$ cat src/rtl/alu_op_sequencer_pkg.sv
// rtl/alu_op_sequencer_pkg.sv - shared ALU opcode definitions
package alu_op_sequencer_pkg;

  localparam int ALU_OP_W     = 3;
  localparam int ALU_OP_COUNT = 5;

  typedef enum logic [ALU_OP_W-1:0] {
    ALU_ADD = 3'd0,
    ALU_SUB = 3'd1,
    ALU_AND = 3'd2,
    ALU_OR  = 3'd3,
    ALU_XOR = 3'd4
  } alu_op_e;

  typedef logic [ALU_OP_W-1:0] alu_op_t;

  function automatic logic op_is_legal(input alu_op_t op);
    return op < ALU_OP_W'(ALU_OP_COUNT);
  endfunction

endpackage

$ cat src/rtl/alu_op_sequencer_fifo.sv
// rtl/alu_op_sequencer_fifo.sv - command FIFO with flush, power-of-two depth
module alu_cmd_fifo #(
  parameter int WIDTH = 67,
  parameter int DEPTH = 4
) (
  input  logic             clk,
  input  logic             rst_n,
  input  logic             push,
  input  logic             pop,
  input  logic             flush,
  input  logic [WIDTH-1:0] push_data,
  output logic [WIDTH-1:0] head_data,
  output logic             full,
  output logic             empty
);

  localparam int AW = (DEPTH > 1) ? $clog2(DEPTH) : 1;
  localparam int CW = AW + 1;

  logic [WIDTH-1:0] mem [DEPTH];
  logic [AW-1:0]    wr_ptr;
  logic [AW-1:0]    rd_ptr;
  logic [CW-1:0]    count;
  logic             do_push;
  logic             do_pop;

  assign full      = (count == CW'(DEPTH));
  assign empty     = (count == '0);
  assign do_push   = push && !full;
  assign do_pop    = pop && !empty;
  assign head_data = mem[rd_ptr];

  // Storage is not reset; only the pointers and occupancy define validity.
  always_ff @(posedge clk) begin
    if (do_push) mem[wr_ptr] <= push_data;
  end

  always_ff @(posedge clk) begin
    if (!rst_n || flush) begin
      wr_ptr <= '0;
      rd_ptr <= '0;
      count  <= '0;
    end else begin
      if (do_push) wr_ptr <= wr_ptr + AW'(1);
      if (do_pop)  rd_ptr <= rd_ptr + AW'(1);
      if (do_push && !do_pop)      count <= count + CW'(1);
      else if (do_pop && !do_push) count <= count - CW'(1);
    end
  end

endmodule

$ cat src/rtl/alu_op_sequencer.sv
// rtl/alu_op_sequencer.sv - queues ALU commands and drives a stallable registered ALU interface
module alu_op_sequencer
  import alu_op_sequencer_pkg::*;
#(
  parameter int DATA_W = 32,
  parameter int DEPTH  = 4
) (
  input  logic                clk,
  input  logic                rst_n,
  input  logic                in_valid,
  output logic                in_ready,
  input  logic [DATA_W-1:0]   in_a,
  input  logic [DATA_W-1:0]   in_b,
  input  logic [ALU_OP_W-1:0] in_op,
  input  logic                flush,
  input  logic                alu_stall,
  output logic [DATA_W-1:0]   operand_1,
  output logic [DATA_W-1:0]   operand_2,
  output logic [ALU_OP_W-1:0] operation,
  output logic                op_valid,
  output logic                err_illegal,
  output logic [15:0]         issued_count,
  output logic [7:0]          illegal_count
);

  localparam int CMD_W = 2 * DATA_W + ALU_OP_W;

  logic             fifo_full;
  logic             fifo_empty;
  logic [CMD_W-1:0] head;
  logic             accept;
  logic             legal;
  logic             push;
  logic             load;
  logic             pop;

  // Ready depends only on registered occupancy and reset, never on the stall input.
  assign in_ready = rst_n && !fifo_full;
  assign accept   = in_valid && in_ready && !flush;
  assign legal    = op_is_legal(in_op);
  assign push     = accept && legal;
  assign load     = !op_valid || !alu_stall;
  assign pop      = load && !fifo_empty && !flush;

  alu_cmd_fifo #(
    .WIDTH (CMD_W),
    .DEPTH (DEPTH)
  ) u_fifo (
    .clk       (clk),
    .rst_n     (rst_n),
    .push      (push),
    .pop       (pop),
    .flush     (flush),
    .push_data ({in_a, in_b, in_op}),
    .head_data (head),
    .full      (fifo_full),
    .empty     (fifo_empty)
  );

  always_ff @(posedge clk) begin
    if (!rst_n) begin
      operand_1     <= '0;
      operand_2     <= '0;
      operation     <= '0;
      op_valid      <= 1'b0;
      err_illegal   <= 1'b0;
      issued_count  <= '0;
      illegal_count <= '0;
    end else begin
      err_illegal <= accept && !legal;
      if (accept && !legal && illegal_count != 8'hFF) illegal_count <= illegal_count + 8'd1;
      if (op_valid && !alu_stall) issued_count <= issued_count + 16'd1;
      if (flush) begin
        op_valid <= 1'b0;
      end else if (load) begin
        op_valid <= !fifo_empty;
        if (!fifo_empty) {operand_1, operand_2, operation} <= head;
      end
    end
  end

endmodule
$ cat config.mk
export PLATFORM = sky130hd
export DESIGN_NAME = alu_op_sequencer
export DESIGN_NICKNAME = d
export VERILOG_FILES = /design/src/rtl/alu_op_sequencer_pkg.sv /design/src/rtl/alu_op_sequencer_fifo.sv /design/src/rtl/alu_op_sequencer.sv
export SDC_FILE = /design/constraint.sdc
export NUM_CORES = 1
export LEC_CHECK = 0
export ABC_AREA = 1
export BUFFER_PORTS_ARGS = -buffer_cell sky130_fd_sc_hd__buf_2
export CORE_AREA = 2 2 171 173
export DETAILED_ROUTE_END_ITERATION = 16
export DIE_AREA = 0 0 173 175
export PLACE_DENSITY = 0.72
export SLEW_MARGIN = 20
export SYNTH_ARGS = -nofsm -noshare
export SYNTH_HDL_FRONTEND = slang
export SYNTH_SLANG_ARGS = --single-unit
$ cat constraint.sdc
create_clock -name clk -period 4.2 [get_ports clk]
set_clock_uncertainty 0.2 [all_clocks]
set_input_delay 0.21 -clock clk [delete_from_list [all_inputs] [get_ports clk]]
set_output_delay 0.21 -clock clk [all_outputs]
set_load 0.01 [all_outputs]
==> impl_results.md <==
- Ports: 166
- Final design area excluding fillers: 17010 um^2
- CTS Root Buffer Type: clkbuf_16
- Crit-path max cell delay: 0.54 ns
- Vias in the first global route: 9714
- CP Cell Sequence: dlygate4sd3_1, buf_2, inv_2, nand3_1, clkinv_1, nand2_1, nor2_2, inv_1, nor2_4, buf_4
- Area Growth Syn to Fin: 21.64%
- Starting Density: 49.25%
- Reg2Reg Depth: 5
- Hold Crit Class: in2reg
- Die height: 175 um
- Synth cell types: 36
- Total Neg Setup Slack: 0 ns
- Sink Count: 368
- Hold Violations, Final: 0
- Core area: 28390 um^2
- CP Buf/Inv Count: 6
- DRC viols: 0
- Crit path DAT: 2.50 ns
- Critical setup path kind: in2reg
- Avg Cell Area, Syn: 11.56 um^2
- Fin cells: 1845
- Port buffer count: 165
- Final period util: 60.29%
- Register area share after synthesis: 71.87%
- Hold WS: 0.09218 ns
- GRT Util Overall: 20.39%
- Grt total ovfl: 0
- # setup viols final: 0
- Synthesized cell area: 13980 um^2
- Multi-input logic area: 3411 um^2
- Crit. path cell count: 10
- Site row count: 62
- Flip-flop and latch area: 10050 um^2
- Final Wtd Congestion: 0.8272
- Placed inst area: 15070 um^2
- Die area: 30280 um^2
- Cts repair resizes: 0
- Dpl cells: 1708
- Worst rel slew slack: 32.72%
- Syn Nets: 1290
- Share of cells above drive strength 1: 17.53%
- Drt initial violations: 702
- CP max FO: 25
- RSZ-0062 raised after global routing: false
- Post-Route WL: 31220 um
- Worst-Skew Late Latency: 0.51 ns
- CTS tree: yes
- Slowest CP cell: dlygate4sd3_1
- DP Wirelength: 17120 um
- Vias after detailed routing: 9764
- Htree depth: 2
- Via-to-Cell Ratio: 5.292
- Filler cells: 2297
- Post-CTS setup buffer count: 0
- Fin nets: 1513
- Tot Pwr: 7.694 mW
- FF+latch count, synth: 368
- Setup crit end kind: flop
- Synthesized instance count: 1210
- Largest net degree at the start of global routing: 136
- Initial antenna violation count: 2
- DIE WIDTH: 173 um
- Drt wl/cell: 16.92 um
- Clock Path Buffers: 3
- Lkg Pwr: 6.371 nW
- Req. time, crit path: 4.17 ns
- Fin crit period: 2.532 ns
- Worst Tran Pin Value: 1.009 ns
- Synth warn: 0
- Final Core Density: 59.91%
- Antenna Nets Post-Route: 0
- Achievable clock frequency: 394.9 MHz
- Final Max Slew Viols: 0
- Pwr Density: 452.3 nW/um^2
- First-pass GRT wire length: 49220 um
- Pre-CTS setup slack: 1.692 ns
- Worst setup SP type: input pin
- Worst Slack Setup Final: 1.668 ns
- CP delay by family, top: buffers and inverters
- Status: finished, final reports clean
- DR pass1 iterations: 5
- Total CTS buffers: 38
- Worst hold stages: 5
- Worst VDD drop: 0.0003422 V
- Worst-path clk slew: 0.06 ns
- Max Cap Viol: 0
[per-layer routing]
layer,GRT usage (%),up-vias,share of wire (%)
li1,-,4715,-
met1,25.78,4704,43
met2,35.57,285,49
met3,3.460,60,5.3
met4,7.203,0,2.5
met5,0,-,0
[cell families after synthesis]
family                   after synthesis  synth area share, %
AO/OA/AOI/OAI                        306                11.60
XOR/XNOR                               1              0.06265
adder cells (fa/ha/maj)                8               0.7695
buffers and inverters                113                3.955
flip-flops                           368                71.87
AND/OR/NAND/NOR                      414                11.75
[placed cells by master, fill, tap and decap left out, types with 2 or more instances in the layout]
master / count
o22ai_1: 67
bufinv_16: 4
clkinvlp_4: 2
a21oi_1: 18
clkbuf_8: 4
nor2_1: 313
nand3_2: 2
buf_4: 15
o21ai_1: 17
and3_1: 2
edfxtp_1: 268
dfxtp_1: 98
inv_1: 39
nand4_1: 5
o21ai_0: 201
nor3_1: 2
inv_2: 5
nor2_2: 4
nor2_4: 5
nand3_1: 15
clkinv_1: 7
ha_1: 7
nand2_1: 63
dlygate4sd3_1: 69
clkbuf_16: 39
inv_6: 2
clkinv_2: 5
clkbuf_1: 6
buf_2: 165
[what timing repair did]
action / in CTS / in global routing
hold buffers: 69 / 0
hold endpoints to repair: 274 / 0
setup endpoints to repair: 0 / 0
[report_power, final]
part           internal [mW]  switching [mW]  total (mW)  leakage [nW]
logic                  0.153           0.220       0.373          2.54
registers               3.96          0.0349        3.99          3.23
clock network           2.02            1.31        3.33         0.609
total                   6.13            1.57        7.69          6.37
[area by class of cell]
type | count | area share (%)
Antenna cell | 1 | 0.01471
Sequential cell | 368 | 59.11
Clock buffer | 49 | 6.194
Inverter | 47 | 1.067
Clock inverter | 18 | 1.155
Tap cell | 384 | 2.825
Multi-Input combinational cell | 729 | 20.05
Timing Repair Buffer | 249 | 9.578
[flip-flops by register name, summed over array words and instances, names as in the netlist]
name,flops
u_fifo.mem,268
illegal_count,8
operand_2,32
u_fifo.wr_ptr,2
issued_count,16
err_illegal,1
u_fifo.rd_ptr,2
operand_1,32
op_valid,1
u_fifo.count,3
operation,3
[tightest hold or removal path: stages]
cell and delay [ns]:
buf_2 0.10, nand3_1 0.13, clkinv_1 0.10, nand2_1 0.10, nor2_1 0.10
[worst paths after layout]
path	slack, ns	startpoint	end
hold / removal	0.09	in_valid	err_illegal$_SDFF_PN0_
setup reg to reg	1.73	u_fifo.rd_ptr[0]$_SDFFE_PP0P_	operand_2[30]$_SDFFE_PN0P_
setup / recovery	1.67	flush	u_fifo.mem[3][15]$_DFFE_PP_
hold reg to reg	0.31	issued_count[10]$_SDFFE_PN0P_	issued_count[10]$_SDFFE_PN0P_
[cells in the mapped netlist, drive strengths merged]
| cell type | count | share of area (%) |
|---|---|---|
| buf | 40 | 2.0 |
| nor3b | 1 | 0.054 |
| a31oi | 1 | 0.045 |
| ha | 7 | 0.63 |
| nand4 | 5 | 0.22 |
| inv | 45 | 1.2 |
| nand2 | 63 | 1.7 |
| o21ai | 218 | 7.8 |
| and3 | 2 | 0.089 |
| nor2 | 322 | 8.8 |
| and2 | 1 | 0.045 |
| clkinv | 2 | 0.054 |
| nor3 | 2 | 0.072 |
| o21a | 1 | 0.054 |
| xor2 | 1 | 0.063 |
| clkbuf | 26 | 0.71 |
| nand3 | 18 | 0.81 |
| o21bai | 1 | 0.054 |
| o22ai | 67 | 3.0 |
| dfxtp | 100 | 14 |
| fa | 1 | 0.14 |
| a21oi | 18 | 0.64 |
| edfxtp | 268 | 58 |
Note: power is estimated with default switching activity, not from simulation.
